===== src/rtl/spi_ram_pkg.sv =====
// Shared command and arming types for the SPI RAM. The SPI slave and the
// verification components use the same definitions.
package spi_ram_pkg;

  typedef enum logic [1:0] {
    WR_ADDR = 2'b00,
    WR_DATA = 2'b01,
    RD_ADDR = 2'b10,
    RD_DATA = 2'b11
  } cmd_e;

  typedef enum logic {UNARMED, ARMED} arm_state_e;

endpackage


===== src/rtl/spi_ram_mem_array.sv =====
// Single-port synchronous RAM with a read-enabled output register.
// The array itself is never reset; only the output register is cleared.
module spi_ram_mem_array #(
  parameter int MEM_DEPTH = 256,
  parameter int ADDR_SIZE = 8,
  parameter int MEM_WIDTH = 8
) (
  input  logic                 i_clk,
  input  logic                 i_rst,
  input  logic                 i_we,
  input  logic                 i_re,
  input  logic [ADDR_SIZE-1:0] i_addr,
  input  logic [MEM_WIDTH-1:0] i_wdata,
  output logic [MEM_WIDTH-1:0] o_rdata
);

  logic [MEM_WIDTH-1:0] r_mem [MEM_DEPTH];

  always_ff @(posedge i_clk) begin
    if (i_we) r_mem[i_addr] <= i_wdata;
  end

  // rdata only moves on a read, so it holds the last read value between reads
  always_ff @(posedge i_clk) begin
    if (i_rst)     o_rdata <= '0;
    else if (i_re) o_rdata <= r_mem[i_addr];
  end

endmodule


===== src/rtl/spi_ram_burst.sv =====
// SPI slave RAM with independent write/read pointers.
// It supports burst auto-increment, a 1- or 2-cycle read latency and command error pulses.
module spi_ram_burst import spi_ram_pkg::*; #(
  parameter int MEM_DEPTH    = 256,
  parameter int ADDR_SIZE    = 8,
  parameter int MEM_WIDTH    = 8,
  parameter int AUTO_INC     = 1,
  parameter int READ_LATENCY = 1
) (
  input  logic                 clk,
  input  logic                 rst,
  input  logic                 rx_valid,
  input  logic [MEM_WIDTH+1:0] din,
  output logic [MEM_WIDTH-1:0] dout,
  output logic                 tx_valid,
  output logic                 cmd_err
);

  localparam logic [ADDR_SIZE-1:0] LAST = ADDR_SIZE'(MEM_DEPTH - 1);

  cmd_e                   w_cmd;
  arm_state_e             r_wr_st, w_wr_nxt, r_rd_st, w_rd_nxt;
  logic [ADDR_SIZE-1:0]   r_wr_ptr, r_rd_ptr, w_wr_ptr_nxt, w_rd_ptr_nxt;
  logic [ADDR_SIZE-1:0]   w_addr_ld, w_addr;
  logic                   w_we, w_re, w_err;
  logic [MEM_WIDTH-1:0]   w_rdata;
  logic [READ_LATENCY:1]  r_vld_pipe;

  function automatic logic [ADDR_SIZE-1:0] f_adv(input logic [ADDR_SIZE-1:0] p);
    if (AUTO_INC == 0) return p;
    return (p == LAST) ? '0 : p + 1'b1;
  endfunction

  assign w_cmd     = cmd_e'(din[MEM_WIDTH+1:MEM_WIDTH]);
  assign w_addr_ld = ADDR_SIZE'(32'(din[ADDR_SIZE-1:0]) % MEM_DEPTH);

  always_comb begin
    w_wr_nxt     = r_wr_st;
    w_rd_nxt     = r_rd_st;
    w_wr_ptr_nxt = r_wr_ptr;
    w_rd_ptr_nxt = r_rd_ptr;
    w_we         = 1'b0;
    w_re         = 1'b0;
    w_err        = 1'b0;
    if (rx_valid) begin
      case (w_cmd)
        WR_ADDR: begin
          w_wr_nxt     = ARMED;
          w_wr_ptr_nxt = w_addr_ld;
        end
        WR_DATA: begin
          if (r_wr_st == ARMED) begin
            w_we         = 1'b1;
            w_wr_ptr_nxt = f_adv(r_wr_ptr);
          end else w_err = 1'b1;
        end
        RD_ADDR: begin
          w_rd_nxt     = ARMED;
          w_rd_ptr_nxt = w_addr_ld;
        end
        RD_DATA: begin
          if (r_rd_st == ARMED) begin
            w_re         = 1'b1;
            w_rd_ptr_nxt = f_adv(r_rd_ptr);
          end else w_err = 1'b1;
        end
      endcase
    end
  end

  always_ff @(posedge clk) begin
    if (rst) begin
      r_wr_st  <= UNARMED;
      r_rd_st  <= UNARMED;
      r_wr_ptr <= '0;
      r_rd_ptr <= '0;
      cmd_err  <= 1'b0;
    end else begin
      r_wr_st  <= w_wr_nxt;
      r_rd_st  <= w_rd_nxt;
      r_wr_ptr <= w_wr_ptr_nxt;
      r_rd_ptr <= w_rd_ptr_nxt;
      cmd_err  <= w_err;
    end
  end

  // One command per cycle, so the single RAM port is never contended
  assign w_addr = w_we ? r_wr_ptr : r_rd_ptr;

  spi_ram_mem_array #(
    .MEM_DEPTH (MEM_DEPTH),
    .ADDR_SIZE (ADDR_SIZE),
    .MEM_WIDTH (MEM_WIDTH)
  ) u_mem (
    .i_clk   (clk),
    .i_rst   (rst),
    .i_we    (w_we),
    .i_re    (w_re),
    .i_addr  (w_addr),
    .i_wdata (din[MEM_WIDTH-1:0]),
    .o_rdata (w_rdata)
  );

  always_ff @(posedge clk) begin
    if (rst) r_vld_pipe <= '0;
    else begin
      r_vld_pipe[1] <= w_re;
      for (int i = 2; i <= READ_LATENCY; i++) r_vld_pipe[i] <= r_vld_pipe[i-1];
    end
  end

  assign tx_valid = r_vld_pipe[READ_LATENCY];

  generate
    if (READ_LATENCY == 1) begin : g_lat1
      assign dout = w_rdata;
    end else begin : g_lat2
      logic [MEM_WIDTH-1:0] r_dout;
      always_ff @(posedge clk) begin
        if (rst)                r_dout <= '0;
        else if (r_vld_pipe[1]) r_dout <= w_rdata;
      end
      assign dout = r_dout;
    end
  endgenerate

endmodule

===== config.mk =====
export PLATFORM = sky130hd
export DESIGN_NAME = spi_ram_burst
export DESIGN_NICKNAME = d
export VERILOG_FILES = /design/src/rtl/spi_ram_pkg.sv /design/src/rtl/spi_ram_mem_array.sv /design/src/rtl/spi_ram_burst.sv
export SDC_FILE = /design/constraint.sdc
export NUM_CORES = 2
export LEC_CHECK = 0
export ABC_CLOCK_PERIOD_IN_PS = 3500
export CAP_MARGIN = 40
export CORE_ASPECT_RATIO = 0.75
export CORE_MARGIN = 2
export CORE_UTILIZATION = 36
export DETAILED_ROUTE_END_ITERATION = 7
export DONT_BUFFER_PORTS = 1
export PLACE_DENSITY = 0.62
export SYNTH_ARGS = -nofsm -noshare
export SYNTH_HDL_FRONTEND = slang
export SYNTH_SLANG_ARGS = --single-unit

===== constraint.sdc =====
create_clock -name clk -period 3.5 [get_ports clk]
set_input_delay 0.175 -clock clk [delete_from_list [all_inputs] [get_ports clk]]
set_output_delay 0.175 -clock clk [all_outputs]
set_load 0.1 [all_outputs]

==> implementation parameters <==
Parameter                              Value

Run status
  Run status    complete, but fails checks
  Violations in the final reports    DRC, slew limit, setup timing

Yosys
  Post-Synth XOR/XNOR Area    0.000106
  Top post-synthesis cells by area    sky130_fd_sc_hd__edfxtp_1 74%, sky130_fd_sc_hd__nand2_1 7.7%, sky130_fd_sc_hd__nand3_1 3.7%
  Combinational family with the most area after synthesis    simple AND/OR/NAND/NOR gates
  Share of the synthesized area in the top cell type    0.744
  Cell Area, Synth    82700 µm²
  Yosys warning total    0
  Cell accounting for the most synthesized area    sky130_fd_sc_hd__edfxtp_1
  Cell count after synthesis    6045
  Compound-cell area share of the yosys netlist    0.0433
  Share of synthesized cell area in full adder, half adder and majority cells    0.000303
  Main flop type after synthesis    sky130_fd_sc_hd__edfxtp_1
  Top-count cell post-synth    sky130_fd_sc_hd__edfxtp_1
  Share of cell area taken by muxes after synthesis    0.0309
  Asr flop ratio synth    0
  Simple logic cell fraction of the synthesized area    0.150
  Number of enable flip-flop cells after synthesis    2048
  Avg Inst Size Synth    13.7 µm²
  Sequential-to-total area share from yosys stat    0.750
  Post-synthesis register bit count    2076
  Number of nets produced by synthesis    6060
  Top cells by count, synth    2048 x sky130_fd_sc_hd__edfxtp_1, 1695 x sky130_fd_sc_hd__nand2_1, 612 x sky130_fd_sc_hd__nand3_1
  Number of distinct library cell variants in the gate-level netlist after synthesis    70

Layout
  Final core utilization    0.426
  Relative area change from synthesis to final layout    17.9%
  Proportion of layout cells with a drive suffix above 1    0.162
  Total number of nets in the final design    6537
  # fillers    20600

Power and ir drop
  Switching fraction of total power    0.225
  Part of the power in registers    0.540
  Peak supply drop    0.000421 V
  Power dissipated by switching net loads    11.4 mW
  Cell-internal power    39.2 mW
  Leakage power    32.6 nW
  Comb pwr share    0.058
  Clk pwr share    0.402
  Overall power after layout    50.6 mW
  Power per Cell Area    519 nW/µm²

Timing
  Final cycle utilization of the critical path    1.02
  Clock tree skew after final layout    0.0516 ns
  Fin crit period    3.57 ns
  Setup repair after global routing missed its margin    true
  Number of pins exceeding their max-slew limit in the final report    52
  Final Hold Fails    0
  Worst rel slew slack    -0.0102
  Final hold slack    0.00332 ns
  Final worst slack    -0.0721 ns
  Transition time at the pin with the least slew margin    1.52 ns
  Maximum clock frequency    0.280 GHz
  Setup violators final    4

Placed design
  Weighted congestion at the end of routability-driven global placement    0.938
  Quantity of I/O buffers inserted on ports    0
  DP Wirelength    161 mm

Critical path
  Register-to-register path setup slack    -0.07 ns
  Register-to-Register Path Depth    12
  Largest fanout on the critical path    44
  Worst setup path class    register to register
  Sequence of cells on the critical path    nand4b_4 > mux2_8 > buf_12 > buf_16 > mux4_2 > o2111ai_1 > buf_4 > a41oi_1 > nor4_1 > buf_2 > buf_4 > a311oi_1
  FF-to-FF End    u_mem.o_rdata[5]
  Required time at the endpoint of the critical path    4.22 ns
  Startpoint of the lowest-slack register-to-register path    r_wr_st
  Data arrival at the endpoint of the critical path    4.29 ns
  Most common cell on crit path    sky130_fd_sc_hd__buf_4
  Slowest stage cell on the critical path    sky130_fd_sc_hd__mux4_2
  Crit end category    register
  Largest stage delay on the critical path    0.60 ns
  Kind of start point of the critical path    register

Min path
  Hold EP    u_mem.r_mem[115][6]
  Cells on Worst Hold Path    1
  Worst hold path type    input pin to register
  Hold path start    din[6]

GRT
  Maximum number of pins on one net before global-route repair    259
  Initial antenna violation count    16
  Number of global-route vias before repair    51400
  Wire length of the first global-routing pass    375 mm
  Total overflow reported by the global router    0
  Overall track demand over capacity in global routing    0.220

Floorplanning
  Initial cell density of the core    0.362
  Total Die Area    234000 µm²
  Number of I/O pins    23
  Standard cell core area    229000 µm²
  Cell Rows    152
  Overall die height    419 µm
  Chip width    557 µm

Clocking
  H-tree level count    4
  CTS max path bufs    4
  Clock root buffer    sky130_fd_sc_hd__clkbuf_16
  Number of buffers added by the clock tree synthesis step    192
  Clock slew at the register clock pins of the worst setup and hold paths    0.07 ns
  CTS tree    built
  CTS sink count    2076
  Worst skew pair latency    0.86 ns

Route
  Number of detailed-route iterations in the first pass    8
  Wirelength per Cell    27.1 µm
  Routed vias/inst    5.69
  WL final    264 mm
  Residual DRC    1
  First-iteration detailed-routing DRC count    9107
  Antenna viol nets, final    0
  Vias    55500

Job
  Max-cap violations    0
[cells by family after synthesis]
logic type	after synthesis
xor+xnor	1
mux	159
compound gates	493
buf+inv	406
simple gates	2908
fa+ha+maj	2
flops	2076
[metrics by stage]
step                setup WS [ns]  std cells  cell area (µm²)  TNS, ns
floorplan                   0.428       6045            82700        0
global route               -0.101       9750            97500   -0.198
finish                    -0.0721       9752            97500   -0.127
detailed placement         -0.749       9355            90400    -1.79
global placement           -0.702       9339            90200    -1.79
CTS                       -0.0294       9722            96900  -0.0294
[critical path: cells and delay by family, from the launching register on]
kind	cells	cell delay, ns
compound gates	3	0.54
buf+inv	5	0.91
flops	1	0.36
mux	2	0.98
simple gates	2	0.61
[per-layer routing]
metal | GRT usage | share of wire
met3 | 0.0793 | 0.15
met5 | 0.00498 | 0.00091
met2 | 0.295 | 0.40
met4 | 0.0627 | 0.029
met1 | 0.329 | 0.41
[power by group through the flow]
stage	combinational (mW)	sequential (mW)	clock, mW
2_1_floorplan	1.31	27.9	0
3_3_place_gp	2.27	27.9	0
3_5_place_dp	2.29	27.8	0
4_1_cts	2.81	27.3	20.5
5_1_grt	3.10	27.3	21.5
6_report	2.96	27.3	20.3
[repair_timing]
action	CTS	global route
setup endpoints to repair	6	54
gates resized for setup	25	45
hold buffers	18	4
cloned	1	3
buffers inserted	10	13
pin swaps	7	22
endpoints found under the hold margin	2076	304
[cells in the final DEF, fill, tap and decap left out, types with 40 or more instances in the layout]
| master | instances |
|---|---|
| sky130_fd_sc_hd__nor2_1 | 302 |
| sky130_fd_sc_hd__a32oi_1 | 40 |
| sky130_fd_sc_hd__buf_12 | 78 |
| sky130_fd_sc_hd__o2111ai_1 | 55 |
| sky130_fd_sc_hd__a21oi_1 | 47 |
| sky130_fd_sc_hd__mux4_2 | 73 |
| sky130_fd_sc_hd__nand2_1 | 1694 |
| sky130_fd_sc_hd__edfxtp_1 | 2048 |
| sky130_fd_sc_hd__clkbuf_1 | 42 |
| sky130_fd_sc_hd__mux2i_1 | 73 |
| sky130_fd_sc_hd__and3_1 | 88 |
| sky130_fd_sc_hd__a31oi_1 | 117 |
| sky130_fd_sc_hd__buf_4 | 556 |
| sky130_fd_sc_hd__o21ai_0 | 46 |
| sky130_fd_sc_hd__nand3_1 | 611 |
| sky130_fd_sc_hd__nand4_1 | 115 |
| sky130_fd_sc_hd__clkbuf_16 | 198 |
| sky130_fd_sc_hd__a311oi_1 | 60 |
[cell type report]
cell class              count  area [µm²]  area share
diodes                      6        15.0    0.000154
clock buffers             240        5080      0.0521
clock inverters            98         821     0.00842
inverters                   4        15.0    0.000154
multi-input cells        3563       18900       0.194
flip-flops and latches   2076       62100       0.637
well taps                3080        3850      0.0395
repair buffers            685        6680      0.0685
[worst max path at each step]
stage | startpoint | to | slack, ns | cells after the start
finish | r_wr_st | u_mem.o_rdata[5] | -0.07 | 12
floorplan | r_wr_st | u_mem.r_mem[234][0] | 0.43 | 9
global placement | r_wr_st | u_mem.o_rdata[5] | -0.70 | 13
CTS | r_wr_st | u_mem.o_rdata[5] | -0.03 | 15
detailed placement | r_wr_st | u_mem.o_rdata[5] | -0.75 | 13
global route | r_wr_st | u_mem.o_rdata[1] | -0.10 | 12
[flip-flops by register name, summed over array words and instances, names as in the netlist]
name	count
r_rd_st	1
u_mem.r_mem	2048
r_wr_ptr	8
u_mem.o_rdata	8
r_rd_ptr	8
r_wr_st	1
cmd_err	1
tx_valid	1
No activity file was read; power rests on OpenSTA's default activity.
